<file path="src/rtl/hazard_pkg.sv">
// Shared types and constants for the pipeline hazard controller.
package hazard_pkg;

  typedef enum logic [1:0] {
    FWD_RF  = 2'b00,
    FWD_WB  = 2'b01,
    FWD_MEM = 2'b10
  } fwd_sel_t;

  // Memory wait sequencer states
  typedef logic [0:0] mem_state_t;
  localparam mem_state_t RUN  = 1'b0;
  localparam mem_state_t WAIT = 1'b1;

  localparam logic [1:0] RESULT_SRC_LOAD = 2'b01;

endpackage

</file>
<file path="src/rtl/sat_counter.sv">
// Saturating up-counter: adds one per cycle on inc, holds at all-ones.
module sat_counter #(
  parameter int unsigned W = 16
) (
  input  logic         clk,
  input  logic         reset,
  input  logic         inc,
  output logic [W-1:0] count
);

  always_ff @(posedge clk or posedge reset) begin
    if (reset) begin
      count <= '0;
    end else if (inc && (count != {W{1'b1}})) begin
      count <= count + {{(W-1){1'b0}}, 1'b1};
    end
  end

endmodule

</file>
<file path="src/rtl/hazard_ctrl_unit.sv">
// Hazard controller for the 5-stage RV32I core: forwarding, load-use stall,
// branch flush, data-memory wait sequencing and performance counters.
module hazard_ctrl_unit
  import hazard_pkg::*;
#(
  parameter int unsigned MEM_TIMEOUT = 16,
  parameter int unsigned CNT_W       = 16
) (
  input  logic             clk,
  input  logic             reset,
  input  logic [4:0]       Rs1D,
  input  logic [4:0]       Rs2D,
  input  logic [4:0]       Rs1E,
  input  logic [4:0]       Rs2E,
  input  logic [4:0]       RdE,
  input  logic [4:0]       RdM,
  input  logic [4:0]       RdW,
  input  logic             RegWriteM,
  input  logic             RegWriteW,
  input  logic [1:0]       ResultSrcE,
  input  logic             PCSrcE,
  input  logic             MemReqM,
  input  logic             MemAckM,
  output logic             StallF,
  output logic             StallD,
  output logic             StallE,
  output logic             StallM,
  output logic             FlushD,
  output logic             FlushE,
  output logic             FlushW,
  output logic [1:0]       ForwardAE,
  output logic [1:0]       ForwardBE,
  output logic             MemAbortM,
  output logic             mem_err,
  output logic [CNT_W-1:0] stall_cnt,
  output logic [CNT_W-1:0] flush_cnt
);

  localparam logic [7:0] WaitLast = 8'(MEM_TIMEOUT - 1);

  mem_state_t state_q, state_d;
  logic [7:0] wait_cnt_q, wait_cnt_d;
  logic       lw_stall, timeout_hit, mem_freeze;
  fwd_sel_t   fwd_a, fwd_b;

  always_comb begin
    fwd_a = FWD_RF;
    if (RegWriteM && (RdM != 5'd0) && (RdM == Rs1E)) begin
      fwd_a = FWD_MEM;
    end else if (RegWriteW && (RdW != 5'd0) && (RdW == Rs1E)) begin
      fwd_a = FWD_WB;
    end
    fwd_b = FWD_RF;
    if (RegWriteM && (RdM != 5'd0) && (RdM == Rs2E)) begin
      fwd_b = FWD_MEM;
    end else if (RegWriteW && (RdW != 5'd0) && (RdW == Rs2E)) begin
      fwd_b = FWD_WB;
    end
  end

  assign ForwardAE = fwd_a;
  assign ForwardBE = fwd_b;

  assign lw_stall = (ResultSrcE == RESULT_SRC_LOAD) && (RdE != 5'd0) &&
                    ((RdE == Rs1D) || (RdE == Rs2D));

  assign timeout_hit = (state_q == WAIT) && (wait_cnt_q == WaitLast);
  assign mem_freeze  = MemReqM && !MemAckM && !timeout_hit;
  // An ack on the timeout cycle wins over the abort
  assign MemAbortM   = timeout_hit && !MemAckM;

  // Freeze dominates; a redirect seen while frozen is applied once E moves again
  assign StallF = mem_freeze | lw_stall;
  assign StallD = mem_freeze | lw_stall;
  assign StallE = mem_freeze;
  assign StallM = mem_freeze;
  assign FlushW = mem_freeze;
  assign FlushD = PCSrcE & ~mem_freeze;
  assign FlushE = (lw_stall | PCSrcE) & ~mem_freeze;

  always_comb begin
    state_d    = state_q;
    wait_cnt_d = wait_cnt_q;
    if (state_q == RUN) begin
      if (MemReqM && !MemAckM) begin
        state_d    = WAIT;
        wait_cnt_d = 8'd0;
      end
    end else begin
      if (MemAckM || timeout_hit) begin
        state_d = RUN;
      end else begin
        wait_cnt_d = wait_cnt_q + 8'd1;
      end
    end
  end

  always_ff @(posedge clk or posedge reset) begin
    if (reset) begin
      state_q    <= RUN;
      wait_cnt_q <= 8'd0;
      mem_err    <= 1'b0;
    end else begin
      state_q    <= state_d;
      wait_cnt_q <= wait_cnt_d;
      if (MemAbortM) begin
        mem_err <= 1'b1;
      end
    end
  end

  sat_counter #(
    .W(CNT_W)
  ) u_stall_cnt (
    .clk  (clk),
    .reset(reset),
    .inc  (StallF),
    .count(stall_cnt)
  );

  sat_counter #(
    .W(CNT_W)
  ) u_flush_cnt (
    .clk  (clk),
    .reset(reset),
    .inc  (PCSrcE & ~mem_freeze),
    .count(flush_cnt)
  );

endmodule

</file>
<file path="config.mk">
export PLATFORM = sky130hd
export DESIGN_NAME = hazard_ctrl_unit
export DESIGN_NICKNAME = d
export VERILOG_FILES = /design/src/rtl/hazard_pkg.sv /design/src/rtl/sat_counter.sv /design/src/rtl/hazard_ctrl_unit.sv
export SDC_FILE = /design/constraint.sdc
export NUM_CORES = 1
export LEC_CHECK = 0
export ABC_CLOCK_PERIOD_IN_PS = 3300
export BUFFER_PORTS_ARGS = -buffer_cell sky130_fd_sc_hd__clkbuf_2
export CORE_ASPECT_RATIO = 0.7
export CORE_UTILIZATION = 44
export DETAILED_ROUTE_END_ITERATION = 6
export PLACE_DENSITY = 0.73
export REMOVE_ABC_BUFFERS = 1
export SYNTH_ARGS = -nofsm -noshare
export SYNTH_HDL_FRONTEND = slang
export SYNTH_SLANG_ARGS = --single-unit
export TNS_END_PERCENT = 5
</file>
<file path="constraint.sdc">
create_clock -name clk -period 3.3 [get_ports clk]
set_input_delay 0.33 -clock clk [delete_from_list [all_inputs] [get_ports clk]]
set_output_delay 0.33 -clock clk [all_outputs]
set_load 0.02 [all_outputs]
</file>
* Yosys cells after proc, flatten, opt, wreduce, memory -nomap -nowiden *
Cells that the tools add are included.

operators by class
  add/sub/neg operators = 3
  equal/unequal tests = 11
  muxes and demuxes = 10
  bitwise operators = 5
  reduce and logical (&&, ||, !) cells = 23

operators by type and width
  operator                                                          count
  16-bit by 1-bit adder with 16-bit output (second input constant)  2
  16-bit inequality test (second input constant)                    2
  5-bit == test                                                     6
  8-bit 2-to-1 mux                                                  3
  5-bit nonzero test                                                3
  1-bit logical AND                                                 14
  8-bit by 1-bit adder with 8-bit output (second input constant)    1
  8-bit by 4-bit == test with 1-bit output (second input constant)  1
  1-bit 2-to-1 mux                                                  5
  2-bit 2-to-1 mux                                                  2
  1-bit bitwise AND                                                 2
  2-bit by 1-bit == test with 1-bit output (second input constant)  1
  1-bit zero test                                                   2
  1-bit logical OR                                                  2
  2-bit inequality test (second input constant)                     1
  1-bit bitwise OR                                                  2
  2-bit AND reduction                                               1
  2-bit nonzero test                                                1
  1-bit inverter                                                    1

word-level totals
  bits in registers = 42
  output and inout port bits = 45
  word-level logic and storage cells = 57

* Longest topological paths before layout *
  depth in word-level cells = 7
  gate-level depth with buffers = 8
  mapped depth without buffers = 8

* By module *
From an unflattened synthesis, not the netlist that was laid out.

unflattened totals
  cells, all modules = 250
  area, all modules = 2581.2 um^2

modules (own cells, without submodules)
  module            times used  cells an instance  area each (um^2)  seq. area each (um^2)
  sat_counter       2           71                 805.8             400.4
  hazard_ctrl_unit  1           108                969.7             250.2

* Worst setup path before layout *
OpenSTA, ideal clock, no wires.

  path type = input to output
  start = input RdM[1]
  end = output ForwardAE[0]
  data arrival time = 1.947 ns
  data required time = 2.970 ns
  path slack = 1.023 ns
  stages on the path = 4
  path buffers = 0
  path through = or4_1 -> o21ai_0 -> nor4_1 -> nor4_1

on the way
  cells in the longest elaborated chain, start to end = 4
  elaborated cells between the ends (all ways) = 5
  those cells by class = 1 x eq/ne; 1 x mux; 3 x reduce/logical

RTL lines
  element                RTL line                source
  from (decl)            hazard_ctrl_unit.sv:16  input logic [4:0] RdM,
  5-bit nonzero test     hazard_ctrl_unit.sv:48  if (RegWriteM && (RdM != 5'd0) && (RdM == Rs1E)) begin
  1-bit logical AND      hazard_ctrl_unit.sv:48
  1-bit logical AND (*)  hazard_ctrl_unit.sv:48
  2-bit 2-to-1 mux (*)   hazard_ctrl_unit.sv:48
  to (decl)              hazard_ctrl_unit.sv:31  output logic [1:0] ForwardAE,

Every way passes the cells marked *; elsewhere a longest branch is shown, timed or not.

* Final worst setup path *
  start = register wait_cnt_q[0]
  end = output StallF

on the way
  cells in the longest elaborated chain, start to end = 5

RTL lines
  element                                   RTL line                 source
  from (decl)                               hazard_ctrl_unit.sv:42   logic [7:0] wait_cnt_q, wait_cnt_d;
  from (signal assigned)                    hazard_ctrl_unit.sv:105  wait_cnt_q <= wait_cnt_d;
  8-bit by 4-bit == test with 1-bit output  hazard_ctrl_unit.sv:67   assign timeout_hit = (state_q == WAIT) && (wait_cnt_q == WaitLast);
  1-bit logical AND                         hazard_ctrl_unit.sv:67
  1-bit zero test                           hazard_ctrl_unit.sv:68   assign mem_freeze = MemReqM && !MemAckM && !timeout_hit;
  1-bit logical AND                         hazard_ctrl_unit.sv:68
  1-bit bitwise OR                          hazard_ctrl_unit.sv:73   assign StallF = mem_freeze | lw_stall;
  to (decl)                                 hazard_ctrl_unit.sv:24   output logic StallF,

No other way between the ends.

==> impl_metrics.toml <==
[run_status]
status = "complete, no violations"

[die]
die_x_um = 92.21
dieArea_mm2 = 0.006007
die_y_um = 65.15
pin_count = 89
rows = 22
coreArea_mm2 = 0.005368
start_util_pct = 46.69

[clock_tree]
ctsHoldBuffers = 0
cts.htree.levels = 2
cts-resized-gates = 0
cts.sinks = 42
clock_latency_ns = 0.29
root_buffer = "clkbuf_8"
tritoncts = "done"
clk_path_buf_depth = 2
path_clk_slew_ns = 0.08
cts_setup_buffers = 0
cts_buffers = 5

[setup_path]
cp_max_fo = 17
start_kind = "flip-flop"
path_class = "flip-flop to primary output"
required_ns = 2.97
cp_slowest_cell = "dfrtp_1"
cp_cell_sequence = "ha_1, and4bb_2, a211o_2, o21ai_2, clkbuf_2"
path_buf_inv = 1
crit_family = "compound AO/OA/AOI/OAI gates"
worst_ep_arrival_time_ns = 2.13
cp_slowest_stage_delay_ns = 0.40
end_kind = "primary output"

[global_routing]
antenna_found_initial = 0
grt_usage_pct = 19.79
grt_pass1_wl_um = 9328
grt_pass1_vias = 2042
grt_start_max_net_pins = 43
gr-total-overflow = 0

[route]
routed.top_layer = "met4"
drt_pass1_iterations = 4
drc = 0
final_antenna_net_count = 0
vias = 2196
drt_iter0_drc = 109
dr_wl_met3_um = 267
wl_um = 5740
wl_per_cell_um = 13.83
via_per_inst = 5.292
met1_length_um = 2731
routed-wl-met2_um = 2688

[yosys]
synth_top_family_by_area = "simple AND/OR/NAND/NOR gates"
netlist_area_mm2 = 0.002506
yosys.area_share.simple_pct = 24.81
async_flop_share_pct = 100.0
synth_top_cell_by_area = "dfrtp_1"
synth_edf_count = 0
synth_top_area_share_pct = 41.94
synth-xor-area-share_pct = 20.62
ys_warn_count = 0
synthDistinctLibCells = 44
netlist_instances = 250
synth_fa_ha_area_share_pct = 1.498
syn_area_per_cell_um2 = 10.02
ys_ff_latch = 42
netlist_top_cells_area = "dfrtp_1 (42%), xor2_1 (13%), xnor2_1 (7.3%)"
synth-compound-area-share_pct = 6.490
synth_mux_area_share_pct = 2.346
ys_seq_area_share_pct = 41.94
synth_flop_cell = "dfrtp_1"

[placement]
placed_area_mm2 = 0.003017
place.gp.congestion = 0.8509
place_ws_ns = 1.022
place_hpwl_um = 4541
io_buffer_count = 88

[sta]
fin_crit_sh_pct = 74.40
slew_viol_final = 0
setup_ws_ns = 0.8449
finalSetupViolCount = 0
fmax_mhz = 407.3
rsz0062_at_grt = "no"
slew_headroom_pct = 55.99
hold_viol = 0
finalSetupTns_ns = 0
layout_min_cycle_time_ns = 2.455
tightest_slew_ns = 0.6551
fin_skew_ns = 0.006669

[pwr]
leakage_uw = 0.001575
power.density_mw_per_mm2 = 520.5
peakVddDrop_mv = 0.3676

[cells_and_area]
final_nets = 389
utilization_pct = 58.86
fill_cells = 473
area_growth_pct = 26.06
drive_above_1_share_pct = 34.11
final_area_mm2 = 0.003159
antennaDiodeCount = 0

[hold_path]
hold_class = "primary input to async pin"

[run]
drv_cap = 0
==> per-layer routing <==
metal	vias up	global-route usage, %
met2	50	30.78
met4	0	6.641
li1	1060	-
met3	4	4.514
met5	-	0
met1	1082	27.36
==> cells in the mapped netlist (3+ instances only) <==
cell type,instances
mux2_2,3
inv_1,7
nor3_1,6
nand2_1,16
nand3_1,17
a21oi_1,3
o21ai_0,4
nor4_1,5
buf_4,3
ha_1,3
and3_1,11
nor2_1,21
xnor2_1,21
and4_1,4
xor2_1,38
dfrtp_1,42
or4_1,5
nand4_1,9
a31oi_1,3
==> cell usage in the layout, fill, tap and decap left out, types with 2 or more instances in the layout <==
cell type  synthesis  final
nand4_1            9      9
nand2_1           16     16
or2_2              2      2
and2_1             2      2
xor2_1            38     38
clkbuf_2           0     88
nand3_1           17     17
or4_1              5      5
xnor2_1           21     21
and3_1            11     11
dfrtp_1           42     42
bufinv_16          0      2
nor3_1             6      6
clkbuf_8           0      6
and4_1             4      4
nor2_1            21     21
nor4_1             5      5
inv_1              7      7
a21oi_1            3      3
a31oi_1            3      3
o21ai_2            2      2
mux2_2             3      3
ha_1               3      3
o21ai_0            4      4
nor2b_1            2      2
==> worst min-delay path: stages <==
cell	delay (ns)
clkbuf_2	0.08
inv_1	0.04
buf_4	0.44
==> logic make-up after synthesis <==
| logic type | count (synthesis) |
|---|---|
| AOI/OAI and AO/OA | 21 |
| xor gates and xnor gates | 59 |
| adders and majority gates | 3 |
| buffers and inverters | 12 |
| DFF | 42 |
| muxes | 5 |
| and+or+nand+nor | 108 |
==> sequential cells by signal (all words and copies together), names as in the netlist <==
| signal | count |
|---|---|
| mem_err | 1 |
| state_q | 1 |
| wait_cnt_q | 8 |
| u_stall_cnt.count | 16 |
| u_flush_cnt.count | 16 |
==> path summary, 6_finish.rpt <==
check	from	to	slack, ns	cells past startpoint
min	reset	u_stall_cnt.count[5]	0.14	3
max	wait_cnt_q[0]	StallF	0.84	5
max in group asynchronous	reset	u_flush_cnt.count[10]	2.80	3
min in group clk	MemAckM	state_q	0.31	2
max reg2reg	wait_cnt_q[0]	u_stall_cnt.count[1]	1.00	6
min reg2reg	mem_err	mem_err	0.47	1
==> metrics by stage <==
step | total power [uW] | std cells | hold WS [ns]
after floorplan | 976.2 | 246 | 0.4247
after global placement | 1141 | 407 | 0.4536
after detailed placement | 1158 | 407 | 0.4528
after CTS | 1659 | 415 | 0.1630
after global routing | 1737 | 415 | 0.1723
final | 1644 | 415 | 0.1402
==> area by class of cell <==
| type | count | area [um2] | share of cell area [%] |
|---|---|---|---|
| multi-input cells | 196 | 1398 | 44.24 |
| flip-flops and latches | 42 | 1051 | 33.27 |
| repair buffers | 89 | 447.9 | 14.18 |
| well taps | 72 | 90.09 | 2.851 |
| clock buffers | 6 | 82.58 | 2.614 |
| clock inverters | 2 | 60.06 | 1.901 |
| inverters | 8 | 30.03 | 0.9505 |
==> power by group <==
group,switching (uW),total (uW),internal (uW),leakage (uW)
logic,256,444,188,0.000960
registers,105,700,595,0.000543
clock network,177,500,323,0.0000714
(Power assumes the default switching activity.)
